`src/rtl/hex_cpu_core.sv`:
```
// Multi-cycle Hex core: 8-bit instructions, 32-bit data, shared 1-cycle-latency memory.
// Define HEX_TRACE_EN to print a per-instruction trace line in simulation.
module hex_cpu_core #(
    parameter int ADDR_WIDTH = 16
) (
    input  logic                  i_clk,
    input  logic                  i_rst,
    output logic                  o_f_valid,
    output logic [ADDR_WIDTH+1:0] o_f_addr,
    input  logic [7:0]            i_f_data,
    output logic                  o_d_valid,
    output logic                  o_d_we,
    output logic [ADDR_WIDTH-1:0] o_d_addr,
    output logic [31:0]           o_d_data,
    input  logic [31:0]           i_d_data,
    output logic                  o_syscall_valid,
    output logic [1:0]            o_syscall
);
    localparam int PCW = ADDR_WIDTH + 2;

    typedef enum logic [1:0] {S_FETCH, S_EXEC, S_LOAD, S_HALT} state_t;

    state_t           state_q, state_d;
    logic [PCW-1:0]   pc_q, pc_d;
    logic [31:0]      areg_q, areg_d;
    logic [31:0]      breg_q, breg_d;
    logic [31:0]      oreg_q, oreg_d;
    logic             ld_b_q, ld_b_d;

    logic [3:0]       op;
    logic [31:0]      oreg_eff;
    logic [PCW-1:0]   pc_inc;
    logic [PCW-1:0]   br_tgt;
    logic [31:0]      ind_a;
    logic [31:0]      ind_b;

    assign op       = i_f_data[7:4];
    assign oreg_eff = oreg_q | {28'd0, i_f_data[3:0]};
    assign pc_inc   = pc_q + PCW'(1);
    assign br_tgt   = pc_inc + oreg_eff[PCW-1:0];
    assign ind_a    = areg_q + oreg_eff;
    assign ind_b    = breg_q + oreg_eff;

    always_comb begin
        state_d         = state_q;
        pc_d            = pc_q;
        areg_d          = areg_q;
        breg_d          = breg_q;
        oreg_d          = oreg_q;
        ld_b_d          = ld_b_q;
        o_f_valid       = 1'b0;
        o_f_addr        = pc_q;
        o_d_valid       = 1'b0;
        o_d_we          = 1'b0;
        o_d_addr        = '0;
        o_d_data        = areg_q;
        o_syscall_valid = 1'b0;
        o_syscall       = 2'd0;

        unique case (state_q)
            S_FETCH: begin
                o_f_valid = 1'b1;
                state_d   = S_EXEC;
            end
            S_EXEC: begin
                pc_d    = pc_inc;
                oreg_d  = '0;
                state_d = S_FETCH;
                case (op)
                    4'h0, 4'h1: begin
                        o_d_valid = 1'b1;
                        o_d_addr  = oreg_eff[ADDR_WIDTH-1:0];
                        ld_b_d    = op[0];
                        state_d   = S_LOAD;
                    end
                    4'h2: begin
                        o_d_valid = 1'b1;
                        o_d_we    = 1'b1;
                        o_d_addr  = oreg_eff[ADDR_WIDTH-1:0];
                    end
                    4'h3: areg_d = oreg_eff;
                    4'h4: breg_d = oreg_eff;
                    4'h5: areg_d = {{(32-PCW){1'b0}}, pc_inc} + oreg_eff;
                    4'h6: begin
                        o_d_valid = 1'b1;
                        o_d_addr  = ind_a[ADDR_WIDTH-1:0];
                        ld_b_d    = 1'b0;
                        state_d   = S_LOAD;
                    end
                    4'h7: begin
                        o_d_valid = 1'b1;
                        o_d_addr  = ind_b[ADDR_WIDTH-1:0];
                        ld_b_d    = 1'b1;
                        state_d   = S_LOAD;
                    end
                    4'h8: begin
                        o_d_valid = 1'b1;
                        o_d_we    = 1'b1;
                        o_d_addr  = ind_b[ADDR_WIDTH-1:0];
                    end
                    4'h9: pc_d = br_tgt;
                    4'hA: if (areg_q == 32'd0) pc_d = br_tgt;
                    4'hB: if (areg_q[31]) pc_d = br_tgt;
                    4'hD: begin
                        case (oreg_eff)
                            32'd0: pc_d = breg_q[PCW-1:0];
                            32'd1: areg_d = areg_q + breg_q;
                            32'd2: areg_d = areg_q - breg_q;
                            32'd3: begin
                                o_syscall_valid = 1'b1;
                                o_syscall       = areg_q[1:0];
                                if (areg_q[1:0] == 2'd0) state_d = S_HALT;
                            end
                            default: ;
                        endcase
                    end
                    4'hE: oreg_d = oreg_eff << 4;
                    4'hF: oreg_d = 32'hFFFF_FF00 | (oreg_eff << 4);
                    default: ;
                endcase
            end
            S_LOAD: begin
                if (ld_b_q) breg_d = i_d_data;
                else        areg_d = i_d_data;
                state_d = S_FETCH;
            end
            default: state_d = S_HALT;
        endcase

        // Requests stay quiet while reset is held so the memory sees nothing spurious.
        if (i_rst) begin
            o_f_valid       = 1'b0;
            o_d_valid       = 1'b0;
            o_d_we          = 1'b0;
            o_syscall_valid = 1'b0;
            o_syscall       = 2'd0;
        end
    end

    always_ff @(posedge i_clk) begin
        if (i_rst) begin
            state_q <= S_FETCH;
            pc_q    <= '0;
            areg_q  <= '0;
            breg_q  <= '0;
            oreg_q  <= '0;
            ld_b_q  <= 1'b0;
        end else begin
            state_q <= state_d;
            pc_q    <= pc_d;
            areg_q  <= areg_d;
            breg_q  <= breg_d;
            oreg_q  <= oreg_d;
            ld_b_q  <= ld_b_d;
        end
    end

`ifdef HEX_TRACE_EN
    function automatic string mnem(input logic [3:0] o);
        case (o)
            4'h0: return "LDAM";
            4'h1: return "LDBM";
            4'h2: return "STAM";
            4'h3: return "LDAC";
            4'h4: return "LDBC";
            4'h5: return "LDAP";
            4'h6: return "LDAI";
            4'h7: return "LDBI";
            4'h8: return "STAI";
            4'h9: return "BR";
            4'hA: return "BRZ";
            4'hB: return "BRN";
            4'hC: return "NOP";
            4'hD: return "OPR";
            4'hE: return "PFIX";
            default: return "NFIX";
        endcase
    endfunction

    always_ff @(posedge i_clk) begin
        if (!i_rst && state_q == S_EXEC)
            $display("%0t pc=%h %s oreg_eff=%h areg=%h breg=%h",
                     $time, pc_q, mnem(op), oreg_eff, areg_q, breg_q);
    end
`endif
endmodule

```
`config.mk`:
```
export PLATFORM = sky130hd
export DESIGN_NAME = hex_cpu_core
export DESIGN_NICKNAME = d
export VERILOG_FILES = /design/src/rtl/hex_cpu_core.sv
export SDC_FILE = /design/constraint.sdc
export NUM_CORES = 1
export LEC_CHECK = 0
export ABC_AREA = 1
export BUFFER_PORTS_ARGS = -buffer_cell sky130_fd_sc_hd__buf_4
export CAP_MARGIN = 10
export CORE_MARGIN = 2
export CORE_UTILIZATION = 35
export CTS_CLUSTER_SIZE = 16
export DETAILED_ROUTE_END_ITERATION = 6
export SYNTH_ARGS = -nofsm -noshare
export SYNTH_HDL_FRONTEND = slang
export SYNTH_SLANG_ARGS = --single-unit
export TNS_END_PERCENT = 100
```
`constraint.sdc`:
```
create_clock -name i_clk -period 3.8 [get_ports i_clk]
set_input_delay 0.19 -clock i_clk [delete_from_list [all_inputs] [get_ports i_clk]]
set_output_delay 0.19 -clock i_clk [all_outputs]
set_load 0.05 [all_outputs]
```
==> metrics.txt, run 1 <==
# TYPE chip_impl_metric gauge
chip_impl_info{name="outcome",value="finished, final reports clean"} 1
chip_impl_metric{name="post-route-cell-area",unit="um^2"} 14200
chip_impl_metric{name="route.detailed.wl_per_inst",unit="um"} 19.1
chip_impl_metric{name="globalRouteOverflowTotal",unit=""} 0
chip_impl_metric{name="clock.fmax",unit="MHz"} 279
chip_impl_metric{name="synth_cells",unit=""} 2114
chip_impl_metric{name="synth_enable_flop_cells",unit=""} 0
chip_impl_metric{name="async_set_or_reset_flop_fraction_in_the_synthesized_netlist",unit="%"} 0
chip_impl_metric{name="antenna_cells_inserted",unit=""} 0
chip_impl_info{name="cells_taking_the_most_area_after_synthesis",value="sky130_fd_sc_hd__nand2_1 (20%), sky130_fd_sc_hd__dfxtp_1 (19%), sky130_fd_sc_hd__a21oi_1 (8.6%)"} 1
chip_impl_metric{name="clock_insertion_delay_worst_skew",unit="ns"} 0.43
chip_impl_info{name="endpoint_kind",value="flip-flop"} 1
chip_impl_metric{name="total_negative_setup_slack",unit="ns"} 0
chip_impl_metric{name="fin_crit_sh",unit="%"} 94.3
chip_impl_metric{name="synth-seq-cells",unit=""} 113
chip_impl_metric{name="post_synthesis_instance_area",unit="um^2"} 12000
chip_impl_metric{name="r2r_cells",unit=""} 19
chip_impl_metric{name="placeable_area",unit="um^2"} 33600
chip_impl_info{name="worstReg2RegStart",value="oreg_q[16]"} 1
chip_impl_info{name="worst-setup-path-type",value="reg -> reg"} 1
chip_impl_metric{name="fp.dieW",unit="um"} 189
chip_impl_metric{name="ff2ff_setup_slack",unit="ns"} 0.22
chip_impl_metric{name="vias_per_cell",unit=""} 5.48
chip_impl_metric{name="pwr_density_cell",unit="nW/um^2"} 376
chip_impl_metric{name="global_route.usage.total",unit="%"} 28.0
chip_impl_metric{name="placement.io_buffers",unit=""} 113
chip_impl_metric{name="tritoncts_sink_count",unit=""} 113
chip_impl_info{name="rr_endpoint",value="o_d_data[17]"} 1
chip_impl_metric{name="final_max_slew_viol_count",unit=""} 0
chip_impl_metric{name="flow.area_growth_from_synthesis",unit="%"} 18.2
chip_impl_metric{name="first_pass_iters",unit=""} 6
chip_impl_metric{name="tightestPinTransition",unit="ns"} 0.952
chip_impl_info{name="start_kind",value="flip-flop"} 1
chip_impl_metric{name="worstPathMaxFanout",unit=""} 9
chip_impl_metric{name="clk_transition_reported_paths",unit="ns"} 0.06
chip_impl_metric{name="timing.final.crit_period",unit="ns"} 3.58
chip_impl_metric{name="yosys_warnings",unit=""} 0
chip_impl_info{name="dominantRegCellSynth",value="sky130_fd_sc_hd__dfxtp_1"} 1
chip_impl_metric{name="cts_made_buffers",unit=""} 17
chip_impl_metric{name="place_hpwl",unit="um"} 39900
chip_impl_metric{name="detailedRoute.firstIterationViolations",unit=""} 1627
chip_impl_metric{name="global_route_wire_length_before_repair",unit="um"} 77300
chip_impl_info{name="setup.worst_path.end",value="o_d_data[17]"} 1
chip_impl_metric{name="worst_slew_margin_rel",unit="%"} 36.5
chip_impl_metric{name="critPathArrivalTime",unit="ns"} 3.94
chip_impl_metric{name="cts_hold_repair.buffers",unit=""} 0
chip_impl_info{name="cts.root.buffer_cell",value="sky130_fd_sc_hd__clkbuf_16"} 1
chip_impl_metric{name="vias",unit=""} 14682
chip_impl_metric{name="finalSetupViolCount",unit=""} 0
chip_impl_metric{name="detail_route.drc_violations",unit=""} 0
chip_impl_metric{name="final_antenna_net_count",unit=""} 0
chip_impl_metric{name="share_of_post_route_cells_with_drive_strength_above_1",unit="%"} 11.9
chip_impl_metric{name="grt_antenna_before_repair",unit=""} 0
chip_impl_metric{name="synth_sequential_area_ratio",unit="%"} 18.9
chip_impl_info{name="timing.hold.worst.class",value="in -> reg"} 1
chip_impl_metric{name="dieHeight",unit="um"} 189
chip_impl_metric{name="report.final.hold_viol_count",unit=""} 0
chip_impl_metric{name="dpl_cell_area",unit="um^2"} 13400
chip_impl_metric{name="irDropWorstVdd",unit="mV"} 0.310
chip_impl_metric{name="synthDominantCellAreaShare",unit="%"} 20.1
chip_impl_metric{name="vias_in_the_first_global_route",unit=""} 13543
chip_impl_metric{name="ctsHtreeMaxLevel",unit=""} 4
chip_impl_metric{name="floorplan.rows",unit=""} 67
chip_impl_info{name="critical_path_startpoint",value="oreg_q[16]"} 1
chip_impl_metric{name="place.gp.congestion",unit=""} 0.971
chip_impl_info{name="cts_tree",value="yes"} 1
chip_impl_metric{name="postSynthAreaPerCell",unit="um^2"} 5.67
chip_impl_metric{name="floorplan.io_pins",unit=""} 114
chip_impl_metric{name="synth_nets",unit=""} 2229
chip_impl_metric{name="final_nets",unit=""} 2336
chip_impl_metric{name="initial_utilization",unit="%"} 35.6
chip_impl_info{name="rsz_0062_raised_after_global_routing",value="yes"} 1
chip_impl_metric{name="grt_max_degree",unit=""} 67
chip_impl_metric{name="ys_types",unit=""} 49
chip_impl_metric{name="route.final.wire_length",unit="um"} 51200
chip_impl_metric{name="fin_worst_skew",unit="ns"} 0.0117
chip_impl_info{name="yosys.area.top_type",value="sky130_fd_sc_hd__nand2_1"} 1
chip_impl_metric{name="design.die.area",unit="um^2"} 35700
chip_impl_metric{name="max_cap_viol",unit=""} 0
chip_impl_metric{name="static-leakage-power",unit="nW"} 6.84
chip_impl_metric{name="worstPathRequired",unit="ns"} 4.15
chip_impl_metric{name="clock_tree.buffer_depth",unit=""} 2
-- critical path, stage by stage (launching register included) --
cell and delay, ns:
sky130_fd_sc_hd__dfxtp_1 0.31, sky130_fd_sc_hd__nor2_1 0.14, sky130_fd_sc_hd__nand3_1 0.09, sky130_fd_sc_hd__nor2_1 0.28
sky130_fd_sc_hd__nand4_1 0.24, sky130_fd_sc_hd__inv_2 0.19, sky130_fd_sc_hd__buf_4 0.20, sky130_fd_sc_hd__a31oi_1 0.07
sky130_fd_sc_hd__xor2_1 0.16, sky130_fd_sc_hd__ha_1 0.37, sky130_fd_sc_hd__nand2_1 0.12, sky130_fd_sc_hd__nor2_1 0.21
sky130_fd_sc_hd__inv_1 0.08, sky130_fd_sc_hd__nor2_1 0.20, sky130_fd_sc_hd__nand4_1 0.21, sky130_fd_sc_hd__nand4_1 0.15
sky130_fd_sc_hd__nand3_1 0.17, sky130_fd_sc_hd__nand3_1 0.12, sky130_fd_sc_hd__nand2_1 0.05, sky130_fd_sc_hd__a21oi_1 0.15
-- flip-flops by register name, summed over array words and instances, names as in the netlist --
| name | cells |
|---|---|
| oreg_q | 28 |
| breg_q | 32 |
| o_f_addr | 18 |
| ld_b_q | 1 |
| state_q | 2 |
| o_d_data | 32 |
-- area by class of cell --
class	instances	area [um^2]
clock buffers	21	460
clock inverters	9	134
fillers	3673	19500
inverters	267	1000
multi-input cells	1658	8510
flip-flops and latches	113	2260
well taps	448	561
repair buffers	164	1230
-- placed cells by master (no fill, tap or decap), drive strengths merged, types with 3 or more instances in the layout --
cell      count
nand2       645
inv         265
a21oi       205
nor2        177
o21ai       173
buf         164
nand3       150
dfxtp       113
ha           70
xor2         45
a31oi        41
nor3         31
nand4        28
clkbuf       21
or2          18
xnor2        15
nand3b       10
a22oi         8
nor4          8
o21bai        6
a21o          5
o211ai        5
a41oi         4
clkinvlp      4
clkinv        4
fa            3
bufinv        3
-- cells by family after synthesis --
group	Yosys count	share of synthesized area (%)
buffers and inverters	344	11.2
AND/OR/NAND/NOR	1071	37.5
XOR/XNOR	60	4.39
adder cells (fa/ha/maj)	73	7.81
flip-flops	113	18.9
AO/OA/AOI/OAI	453	20.3
-- what timing repair did --
action	4_1_cts	5_1_grt
setup buffers	0	1
setup endpoints to repair	2	22
resized for setup	3	26
cloned	0	1
pin swaps	0	6
-- per-stage QoR --
| stage | total power [W] | setup slack, ns | std cells | util (%) | hold WS [ns] |
|---|---|---|---|---|---|
| floorplan | 0.00294 | 0.379 | 2114 | - | 0.333 |
| detailed placement | 0.00360 | -0.0564 | 2648 | 40.0 | 0.480 |
| global placement | 0.00360 | -0.0420 | 2648 | 40.0 | 0.477 |
| finish | 0.00532 | 0.216 | 2680 | 42.1 | 0.0484 |
| CTS | 0.00526 | 0.0452 | 2678 | 41.8 | 0.0299 |
| global route | 0.00563 | -0.00309 | 2680 | 42.1 | 0.0493 |
-- synth_stat cells (2+ instances only) --
cell type                    n
sky130_fd_sc_hd__o211ai_1    4
sky130_fd_sc_hd__o21ai_2     2
sky130_fd_sc_hd__nor4_1      8
sky130_fd_sc_hd__nand2_2     4
sky130_fd_sc_hd__nor3_1     30
sky130_fd_sc_hd__inv_2      10
sky130_fd_sc_hd__clkbuf_1   52
sky130_fd_sc_hd__dfxtp_1   113
sky130_fd_sc_hd__a22oi_1     8
sky130_fd_sc_hd__clkbuf_2    4
sky130_fd_sc_hd__a21boi_0    2
sky130_fd_sc_hd__a21o_1      5
sky130_fd_sc_hd__nand3_1   149
sky130_fd_sc_hd__inv_1     255
sky130_fd_sc_hd__nor2_1    173
sky130_fd_sc_hd__o21bai_1    6
sky130_fd_sc_hd__buf_6       3
sky130_fd_sc_hd__nand4_1    28
sky130_fd_sc_hd__xor2_1     45
sky130_fd_sc_hd__xnor2_1    15
sky130_fd_sc_hd__a31oi_1    41
sky130_fd_sc_hd__a41oi_1     4
sky130_fd_sc_hd__o21ai_1    12
sky130_fd_sc_hd__ha_1       70
sky130_fd_sc_hd__buf_1       5
sky130_fd_sc_hd__nand3b_1   10
sky130_fd_sc_hd__nand2_1   640
sky130_fd_sc_hd__clkinv_1    2
sky130_fd_sc_hd__fa_1        3
sky130_fd_sc_hd__or2_2      17
sky130_fd_sc_hd__o21ai_0   158
sky130_fd_sc_hd__nor2_2      2
sky130_fd_sc_hd__buf_2      12
sky130_fd_sc_hd__a21oi_1   205
sky130_fd_sc_hd__nand2b_1    2
sky130_fd_sc_hd__a211oi_1    2
-- routing by layer --
layer / track usage (%) / up-vias / wire length, um
li1: - / 7133 / -
met5: 0 / - / 0
met2: 43.8 / 608 / 22200
met4: 10.1 / 0 / 1680
met1: 39.4 / 6854 / 23200
met3: 3.56 / 87 / 4020
-- power by group --
group	total (W)	internal [W]	switching, W
clock network	0.00165	0.00106	0.000597
registers	0.00145	0.00128	0.000168
logic	0.00221	0.000711	0.00150
total	0.00532	0.00305	0.00227
-- how the worst min path moves through the flow --
stage / from / endpoint / slack [ns] / cells past startpoint
floorplan: i_f_data[0] / oreg_q[4] / 0.33 / 2
detailed placement: i_d_data[30] / breg_q[30] / 0.48 / 3
CTS: i_d_data[30] / breg_q[30] / 0.03 / 3
global placement: oreg_q[31] / oreg_q[31] / 0.48 / 2
global route: i_d_data[29] / breg_q[29] / 0.05 / 3
finish: i_d_data[30] / breg_q[30] / 0.05 / 3
(Power assumes the default switching activity.)
==> run 2: changes to the inputs <==
--- a/config.mk
+++ b/config.mk
@@ -12,6 +12,7 @@
 export CORE_UTILIZATION = 35
 export CTS_CLUSTER_SIZE = 16
 export DETAILED_ROUTE_END_ITERATION = 6
+export GPL_TIMING_DRIVEN = 0
 export SYNTH_ARGS = -nofsm -noshare
 export SYNTH_HDL_FRONTEND = slang
 export SYNTH_SLANG_ARGS = --single-unit
==> constraint.sdc (replaced) <==
create_clock -name i_clk -period 3.8 [get_ports i_clk]
set_input_delay 0.38 -clock i_clk [delete_from_list [all_inputs] [get_ports i_clk]]
set_output_delay 0.38 -clock i_clk [all_outputs]
set_load 0.05 [all_outputs]
==> run 2 against run 1 <==
Net effect:
- utilization is 0.83 points higher
- sequential share of layout area decreased by 0.22 points
- power grew 4.7%
- critical endpoint is now o_d_data[28]
- highest routed layer unchanged
==> metrics.txt, run 2 (synthesis gave the netlist of run 1 again) <==
# TYPE chip_impl_metric gauge
chip_impl_metric{name="first_pass_iters",unit=""} 7
chip_impl_metric{name="combPwrFrac",unit="%"} 41.7
chip_impl_metric{name="fin_crit_sh",unit="%"} 96.9
chip_impl_metric{name="place_hpwl",unit="um"} 43900
chip_impl_metric{name="floorplan.rows",unit=""} 67
chip_impl_metric{name="critPathArrivalTime",unit="ns"} 4.04
chip_impl_metric{name="max_cap_viol",unit=""} 0
chip_impl_metric{name="clock_power_share",unit="%"} 32.1
chip_impl_info{name="outcome",value="finished, final reports clean"} 1
chip_impl_metric{name="intPower",unit="W"} 0.00321
chip_impl_info{name="worstReg2RegStart",value="oreg_q[15]"} 1
chip_impl_metric{name="multi_input_area",unit="um^2"} 8600
chip_impl_metric{name="report.final.hold_viol_count",unit=""} 0
chip_impl_metric{name="place.gp.congestion",unit=""} 1.00
chip_impl_metric{name="final_nets",unit=""} 2380
chip_impl_metric{name="worst_slew_margin_rel",unit="%"} 30.1
chip_impl_metric{name="route.detailed.wl_per_inst",unit="um"} 19.8
chip_impl_metric{name="cts_made_buffers",unit=""} 17
chip_impl_info{name="cts.root.buffer_cell",value="sky130_fd_sc_hd__clkbuf_16"} 1
chip_impl_info{name="cts_tree",value="yes"} 1
chip_impl_metric{name="vias_per_cell",unit=""} 5.43
chip_impl_metric{name="static-leakage-power",unit="nW"} 6.91
chip_impl_metric{name="design.die.area",unit="um^2"} 35700
chip_impl_metric{name="detailedRoute.firstIterationViolations",unit=""} 1556
chip_impl_metric{name="clock.fmax",unit="MHz"} 272
chip_impl_metric{name="fp.dieW",unit="um"} 189
chip_impl_metric{name="floorplan.io_pins",unit=""} 114
chip_impl_metric{name="share_of_post_route_cells_with_drive_strength_above_1",unit="%"} 13.0
chip_impl_info{name="hold_path.startpoint",value="i_d_data[26]"} 1
chip_impl_metric{name="tightestPinTransition",unit="ns"} 1.04
chip_impl_metric{name="p_sw",unit="W"} 0.00235
chip_impl_metric{name="final_max_slew_viol_count",unit=""} 0
chip_impl_metric{name="final_antenna_net_count",unit=""} 0
chip_impl_metric{name="cts_hold_repair.buffers",unit=""} 0
chip_impl_metric{name="detail_route.drc_violations",unit=""} 0
chip_impl_metric{name="tritoncts_sink_count",unit=""} 113
chip_impl_info{name="layout_common_cells",value="sky130_fd_sc_hd__nand2_1 (626), sky130_fd_sc_hd__inv_1 (254), sky130_fd_sc_hd__a21oi_1 (194)"} 1
chip_impl_metric{name="global_route.usage.total",unit="%"} 29.5
chip_impl_info{name="layout_commonest_cell",value="sky130_fd_sc_hd__nand2_1"} 1
chip_impl_metric{name="irDropWorstVdd",unit="mV"} 0.306
chip_impl_metric{name="placement.io_buffers",unit=""} 113
chip_impl_info{name="endpoint_kind",value="flip-flop"} 1
chip_impl_metric{name="worstPathRequired",unit="ns"} 4.16
chip_impl_metric{name="pwr_density_cell",unit="nW/um^2"} 386
chip_impl_metric{name="power.sequential.fraction",unit="%"} 26.2
chip_impl_metric{name="clk_transition_reported_paths",unit="ns"} 0.06
chip_impl_metric{name="finalSetupViolCount",unit=""} 0
chip_impl_metric{name="utilization",unit="%"} 42.9
chip_impl_metric{name="initial_utilization",unit="%"} 35.6
chip_impl_metric{name="area.sequential",unit="um^2"} 2280
chip_impl_info{name="worst-setup-path-type",value="reg -> reg"} 1
chip_impl_metric{name="flow.area_growth_from_synthesis",unit="%"} 20.5
chip_impl_metric{name="timing.final.crit_period",unit="ns"} 3.68
chip_impl_metric{name="globalRouteOverflowTotal",unit=""} 0
chip_impl_metric{name="antenna_cells_inserted",unit=""} 0
chip_impl_metric{name="vias_in_the_first_global_route",unit=""} 13632
chip_impl_metric{name="fin_worst_skew",unit="ns"} 0.0118
chip_impl_metric{name="groute.layer.met1.usage",unit="%"} 40.2
chip_impl_metric{name="clock_insertion_delay_worst_skew",unit="ns"} 0.44
chip_impl_metric{name="grt_use_met3",unit="%"} 2.63
chip_impl_metric{name="grt.met2_usage",unit="%"} 48.2
chip_impl_metric{name="grt_max_degree",unit=""} 17
chip_impl_info{name="start_kind",value="flip-flop"} 1
chip_impl_metric{name="place_ws",unit="ns"} -0.471
chip_impl_metric{name="switching_share",unit="%"} 42.3
chip_impl_info{name="critical_path_startpoint",value="oreg_q[15]"} 1
chip_impl_info{name="global_route.peak_usage_layer",value="met2"} 1
chip_impl_info{name="rsz_0062_raised_after_global_routing",value="yes"} 1
chip_impl_info{name="timing.hold.worst.class",value="in -> reg"} 1
chip_impl_metric{name="worst_hold_slack",unit="ns"} 0.244
chip_impl_metric{name="worstPathMaxFanout",unit=""} 7
chip_impl_metric{name="route.final.wire_length",unit="um"} 54100
chip_impl_metric{name="worst_slack",unit="ns"} 0.118
chip_impl_metric{name="dieHeight",unit="um"} 189
chip_impl_metric{name="placeable_area",unit="um^2"} 33600
chip_impl_metric{name="clock_tree.buffer_depth",unit=""} 2
chip_impl_metric{name="global_route_wire_length_before_repair",unit="um"} 80300
chip_impl_metric{name="layout.filler_cells",unit=""} 3717
chip_impl_metric{name="vias",unit=""} 14800
chip_impl_metric{name="ctsHtreeMaxLevel",unit=""} 4
chip_impl_metric{name="grt_antenna_before_repair",unit=""} 0
-- run 2: critical path, cell delays in order, from the launching register on --
cell and delay [ns]:
sky130_fd_sc_hd__dfxtp_1 0.36, sky130_fd_sc_hd__clkbuf_4 0.23, sky130_fd_sc_hd__nor2_1 0.11, sky130_fd_sc_hd__nand2_1 0.07, sky130_fd_sc_hd__nor2_2 0.16, sky130_fd_sc_hd__nand4_1 0.26, sky130_fd_sc_hd__buf_4 0.24, sky130_fd_sc_hd__buf_4 0.15
sky130_fd_sc_hd__nand2_1 0.10, sky130_fd_sc_hd__o21ai_0 0.13, sky130_fd_sc_hd__xor2_1 0.19, sky130_fd_sc_hd__ha_2 0.40, sky130_fd_sc_hd__nand2_1 0.13, sky130_fd_sc_hd__nor2_1 0.19, sky130_fd_sc_hd__nand2_1 0.12, sky130_fd_sc_hd__nor3_1 0.14
sky130_fd_sc_hd__nand2_1 0.14, sky130_fd_sc_hd__nand2_1 0.10, sky130_fd_sc_hd__nand2_1 0.05, sky130_fd_sc_hd__nand3_1 0.10, sky130_fd_sc_hd__nand3_1 0.09, sky130_fd_sc_hd__a21oi_1 0.15
-- run 2: final timing paths --
check	endpoint	slack, ns	depth (start not counted)
hold / removal	breg_q[26]	0.24	3
setup reg to reg	o_d_data[28]	0.12	21
setup / recovery	o_d_data[28]	0.12	21
hold reg to reg	oreg_q[30]	0.51	2
-- run 2: power groups by stage --
stage	Combinational, W	Clock (W)	Sequential (W)
finish	0.00232	0.00179	0.00146
global route	0.00255	0.00184	0.00147
CTS	0.00218	0.00178	0.00145
detailed placement	0.00215	0	0.00147
global placement	0.00214	0	0.00147
floorplan	0.00134	0	0.00160
-- run 2: layout make-up --
| type | count | share of cell area [%] |
|---|---|---|
| inverter | 267 | 6.94 |
| clock buffer | 21 | 3.12 |
| clock inverter | 11 | 1.28 |
| timing repair buffer | 132 | 6.89 |
| multi-input combinational | 1657 | 59.6 |
| tap | 448 | 3.88 |
| sequential | 113 | 15.8 |
| buffer | 77 | 2.54 |
-- run 2: per-stage QoR --
stage	cells	setup TNS [ns]	total power (W)	cell area (um^2)
6_report	2726	0	0.00557	14400
3_5_place_dp	2675	-11.57	0.00363	13400
2_1_floorplan	2114	0	0.00294	12000
3_3_place_gp	2675	-9.66	0.00362	13400
4_1_cts	2710	0	0.00541	14100
5_1_grt	2726	-0.173	0.00586	14400
-- run 2: metal layers --
| metal | vias to the layer above | share of wire [%] |
|---|---|---|
| met4 | 0 | 3.8 |
| met3 | 106 | 6.3 |
| met1 | 6874 | 45 |
| li1 | 7237 | - |
| met5 | - | 0 |
| met2 | 583 | 45 |
-- run 2: timing repair --
action / CTS / global route
setup endpoints to repair: 38 / 34
setup buffers: 3 / 16
pin swaps: 1 / 18
resized for setup: 20 / 79
==> run 3: changes to the inputs <==
--- a/config.mk
+++ b/config.mk
@@ -5,7 +5,6 @@
 export SDC_FILE = /design/constraint.sdc
 export NUM_CORES = 1
 export LEC_CHECK = 0
-export ABC_AREA = 1
 export BUFFER_PORTS_ARGS = -buffer_cell sky130_fd_sc_hd__buf_4
 export CAP_MARGIN = 10
 export CORE_MARGIN = 2
==> run 3 against run 2 <==
Net effect:
- clock skew down 0.00088 ns
- synthesized cell count down 32%
- largest cell class unchanged
- register-to-register slack worse by 0.89 ns
- setup slack worse by 0.89 ns
- the flow now finishes with violations (negative setup slack)
- first-iteration DRC count down 13%
- clock-buffer cell count down 3
- clock power down 14%
- power down 1.6%
==> metrics.txt, run 3 <==
# TYPE chip_impl_metric gauge
chip_impl_info{name="layout_common_cells",value="sky130_fd_sc_hd__buf_4 (161), sky130_fd_sc_hd__nand2_1 (154), sky130_fd_sc_hd__nor2_1 (127)"} 1
chip_impl_metric{name="worstPathMaxFanout",unit=""} 5
chip_impl_metric{name="clock_tree.buffer_depth",unit=""} 2
chip_impl_metric{name="final_antenna_net_count",unit=""} 0
chip_impl_metric{name="initial_utilization",unit="%"} 35.7
chip_impl_metric{name="place_ws",unit="ns"} -1.55
chip_impl_metric{name="placeable_area",unit="um^2"} 29800
chip_impl_metric{name="dieHeight",unit="um"} 178
chip_impl_metric{name="grt_antenna_before_repair",unit=""} 0
chip_impl_metric{name="synth_sequential_area_ratio",unit="%"} 21.3
chip_impl_info{name="layout_commonest_cell",value="sky130_fd_sc_hd__buf_4"} 1
chip_impl_metric{name="flow.area_growth_from_synthesis",unit="%"} 36.6
chip_impl_info{name="worst-setup-path-type",value="reg -> reg"} 1
chip_impl_info{name="start_kind",value="flip-flop"} 1
chip_impl_metric{name="report.final.hold_viol_count",unit=""} 0
chip_impl_metric{name="static-leakage-power",unit="nW"} 5.78
chip_impl_metric{name="finalSetupViolCount",unit=""} 33
chip_impl_metric{name="fin_crit_sh",unit="%"} 120
chip_impl_metric{name="final_cell_count_no_fill",unit=""} 2025
chip_impl_metric{name="floorplan.rows",unit=""} 63
chip_impl_info{name="cts_tree",value="yes"} 1
chip_impl_metric{name="global_route_wire_length_before_repair",unit="um"} 69100
chip_impl_metric{name="clock_insertion_delay_worst_skew",unit="ns"} 0.43
chip_impl_metric{name="cts_hold_repair.buffers",unit=""} 0
chip_impl_metric{name="fin_worst_skew",unit="ns"} 0.0109
chip_impl_metric{name="worst_slack",unit="ns"} -0.774
chip_impl_metric{name="synth-seq-cells",unit=""} 113
chip_impl_metric{name="detailedRoute.firstIterationViolations",unit=""} 1348
chip_impl_metric{name="cts_made_buffers",unit=""} 17
chip_impl_metric{name="timing.final.crit_period",unit="ns"} 4.57
chip_impl_metric{name="route.detailed.wl_per_inst",unit="um"} 23.6
chip_impl_info{name="rr_endpoint",value="o_d_data[16]"} 1
chip_impl_info{name="worstReg2RegStart",value="oreg_q[5]"} 1
chip_impl_info{name="yosys.area.top_type",value="sky130_fd_sc_hd__dfxtp_1"} 1
chip_impl_info{name="dominantRegCellSynth",value="sky130_fd_sc_hd__dfxtp_1"} 1
chip_impl_metric{name="design.die.area",unit="um^2"} 31800
chip_impl_metric{name="global_route.usage.total",unit="%"} 29.0
chip_impl_metric{name="worstHoldPathCells",unit=""} 3
chip_impl_metric{name="synthDominantCellAreaShare",unit="%"} 21.3
chip_impl_metric{name="pwr_density_cell",unit="nW/um^2"} 378
chip_impl_metric{name="tritoncts_sink_count",unit=""} 113
chip_impl_info{name="rsz_0062_raised_after_global_routing",value="yes"} 1
chip_impl_metric{name="clock.fmax",unit="MHz"} 219
chip_impl_metric{name="globalRouteOverflowTotal",unit=""} 0
chip_impl_metric{name="synth_enable_flop_cells",unit=""} 0
chip_impl_metric{name="clk_transition_reported_paths",unit="ns"} 0.06
chip_impl_metric{name="postSynthAreaPerCell",unit="um^2"} 7.41
chip_impl_info{name="failed_checks",value="negative setup slack"} 1
chip_impl_metric{name="place.gp.congestion",unit=""} 0.957
chip_impl_metric{name="final_nets",unit=""} 1737
chip_impl_metric{name="ctsHtreeMaxLevel",unit=""} 4
chip_impl_info{name="cells_taking_the_most_area_after_synthesis",value="sky130_fd_sc_hd__dfxtp_1 (21%), sky130_fd_sc_hd__ha_1 (8.2%), sky130_fd_sc_hd__a21oi_1 (5.7%)"} 1
chip_impl_metric{name="tightestPinTransition",unit="ns"} 1.14
chip_impl_metric{name="place_hpwl",unit="um"} 35200
chip_impl_info{name="cts.root.buffer_cell",value="sky130_fd_sc_hd__clkbuf_16"} 1
chip_impl_metric{name="synth_nets",unit=""} 1549
chip_impl_metric{name="irDropWorstVdd",unit="mV"} 0.306
chip_impl_metric{name="total_negative_setup_slack",unit="ns"} -13.22
chip_impl_metric{name="detail_route.drc_violations",unit=""} 0
chip_impl_info{name="timing.hold.worst.class",value="in -> reg"} 1
chip_impl_metric{name="critPathArrivalTime",unit="ns"} 4.93
chip_impl_metric{name="synth_cells",unit=""} 1434
chip_impl_metric{name="vias_per_cell",unit=""} 6.16
chip_impl_metric{name="ff2ff_setup_slack",unit="ns"} -0.77
chip_impl_info{name="yosys-top-cells-count",value="sky130_fd_sc_hd__nand2_1 (157), sky130_fd_sc_hd__nor2_1 (143), sky130_fd_sc_hd__a21oi_1 (121)"} 1
chip_impl_info{name="holdPathEnd",value="breg_q[1]"} 1
chip_impl_metric{name="vias",unit=""} 12467
chip_impl_metric{name="final_max_slew_viol_count",unit=""} 0
chip_impl_info{name="cell_with_the_most_instances_after_synthesis",value="sky130_fd_sc_hd__nand2_1"} 1
chip_impl_info{name="endpoint_kind",value="flip-flop"} 1
chip_impl_metric{name="dp_cells",unit=""} 1935
chip_impl_metric{name="worstPathRequired",unit="ns"} 4.15
chip_impl_metric{name="worst_slew_margin_rel",unit="%"} 24.1
chip_impl_metric{name="route.final.wire_length",unit="um"} 47800
chip_impl_metric{name="vias_in_the_first_global_route",unit=""} 11398
chip_impl_metric{name="antenna_cells_inserted",unit=""} 0
chip_impl_metric{name="post_synthesis_instance_area",unit="um^2"} 10600
chip_impl_metric{name="r2r_cells",unit=""} 19
chip_impl_info{name="outcome",value="complete, but fails checks"} 1
chip_impl_info{name="hold_path.startpoint",value="i_d_data[1]"} 1
chip_impl_metric{name="grt_max_degree",unit=""} 17
chip_impl_metric{name="yosys_warnings",unit=""} 0
chip_impl_metric{name="placement.io_buffers",unit=""} 111
chip_impl_metric{name="async_set_or_reset_flop_fraction_in_the_synthesized_netlist",unit="%"} 0
chip_impl_metric{name="ys_types",unit=""} 83
chip_impl_metric{name="fp.dieW",unit="um"} 178
chip_impl_metric{name="layout.filler_cells",unit=""} 2951
chip_impl_metric{name="max_cap_viol",unit=""} 0
chip_impl_metric{name="floorplan.io_pins",unit=""} 114
chip_impl_metric{name="first_pass_iters",unit=""} 6
chip_impl_metric{name="utilization",unit="%"} 48.7
chip_impl_metric{name="share_of_post_route_cells_with_drive_strength_above_1",unit="%"} 28.6
-- run 3: cell count changes after synthesis, moves of 32 or more --
cell	delta
sky130_fd_sc_hd__inv_1	-214
sky130_fd_sc_hd__mux2i_1	+32
sky130_fd_sc_hd__nand3_1	-119
sky130_fd_sc_hd__a21oi_1	-84
sky130_fd_sc_hd__nand2_1	-483
sky130_fd_sc_hd__a211oi_1	+48
sky130_fd_sc_hd__clkbuf_1	+32
sky130_fd_sc_hd__xnor2_1	+48
sky130_fd_sc_hd__o21ai_0	-64
-- run 3: how the worst max path moves through the flow --
stage	slack [ns]	depth (start not counted)	end	start
floorplan	-0.29	18	o_d_data[26]	oreg_q[17]
global placement	-1.61	18	o_d_data[26]	oreg_q[27]
detailed placement	-1.55	18	o_d_data[26]	oreg_q[27]
CTS	-0.74	18	o_d_data[26]	oreg_q[5]
global route	-0.92	21	o_d_data[16]	oreg_q[5]
finish	-0.77	19	o_d_data[16]	oreg_q[5]
-- run 3: layout make-up --
class,count,area (um^2),area share [%]
multi-input combinational,1183,9070,62.5
sequential,113,2340,16.1
timing repair buffer,182,1470,10.1
tap,390,488,3.36
clock buffer,18,439,3.03
buffer,83,437,3.01
inverter,42,158,1.09
clock inverter,14,108,0.742
-- run 3: kinds of logic after synthesis --
kind of cell / count (synthesis) / share of synthesized area, %
AND/OR/NAND/NOR: 482 / 21.7
AO/OA/AOI/OAI: 474 / 29.7
adder cells (fa/ha/maj): 73 / 8.81
flip-flops: 113 / 21.3
buffers and inverters: 138 / 5.02
XOR/XNOR: 106 / 8.74
multiplexers: 48 / 4.71
-- run 3: timing repair --
item,CTS,global route
pin swaps,71,85
setup buffers,35,36
endpoints found under the setup margin,43,44
resized for setup,146,137
hold endpoints to repair,0,0
-- run 3: metal layers --
| layer | part of all wire [%] | vias to the layer above | wire length [um] | GRT usage (%) |
|---|---|---|---|---|
| met1 | 42 | 5932 | 20100 | 39.5 |
| met5 | 0 | - | 0 | 0 |
| met4 | 4.6 | 0 | 2210 | 13.2 |
| met3 | 9.8 | 141 | 4700 | 5.05 |
| met2 | 43 | 719 | 20800 | 44.4 |
| li1 | - | 5675 | - | - |
-- run 3: through the flow --
step / instance area [um^2] / power [W] / hold WS (ns)
after floorplan: 10900 / 0.00279 / 0.471
after global placement: 12200 / 0.00340 / 0.494
after detailed placement: 12200 / 0.00340 / 0.498
after CTS: 13600 / 0.00514 / 0.250
after global routing: 14500 / 0.00569 / 0.276
final: 14500 / 0.00548 / 0.256
-- run 3: worst max-delay path, stage by stage, from the launching register on --
cell and delay, ns:
sky130_fd_sc_hd__dfxtp_4 0.35, sky130_fd_sc_hd__nor4_4 0.28, sky130_fd_sc_hd__nand2_1 0.13, sky130_fd_sc_hd__nor4_4 0.36
sky130_fd_sc_hd__nand2_2 0.15, sky130_fd_sc_hd__or2_4 0.34, sky130_fd_sc_hd__clkbuf_16 0.17, sky130_fd_sc_hd__mux2i_4 0.19
sky130_fd_sc_hd__fa_2 0.39, sky130_fd_sc_hd__a211oi_4 0.28, sky130_fd_sc_hd__o21bai_4 0.11, sky130_fd_sc_hd__a2111oi_4 0.34
sky130_fd_sc_hd__buf_4 0.19, sky130_fd_sc_hd__buf_6 0.11, sky130_fd_sc_hd__nand3_4 0.07, sky130_fd_sc_hd__a31oi_4 0.23
sky130_fd_sc_hd__xnor2_2 0.17, sky130_fd_sc_hd__a221oi_2 0.09, sky130_fd_sc_hd__or3_1 0.37, sky130_fd_sc_hd__a31oi_1 0.15
-- run 3: where the power goes --
group          internal, W  leakage (nW)  switching [W]
Clock             0.000858         0.269       0.000680
Sequential         0.00127         0.942       0.000177
Combinational     0.000994          4.56        0.00150
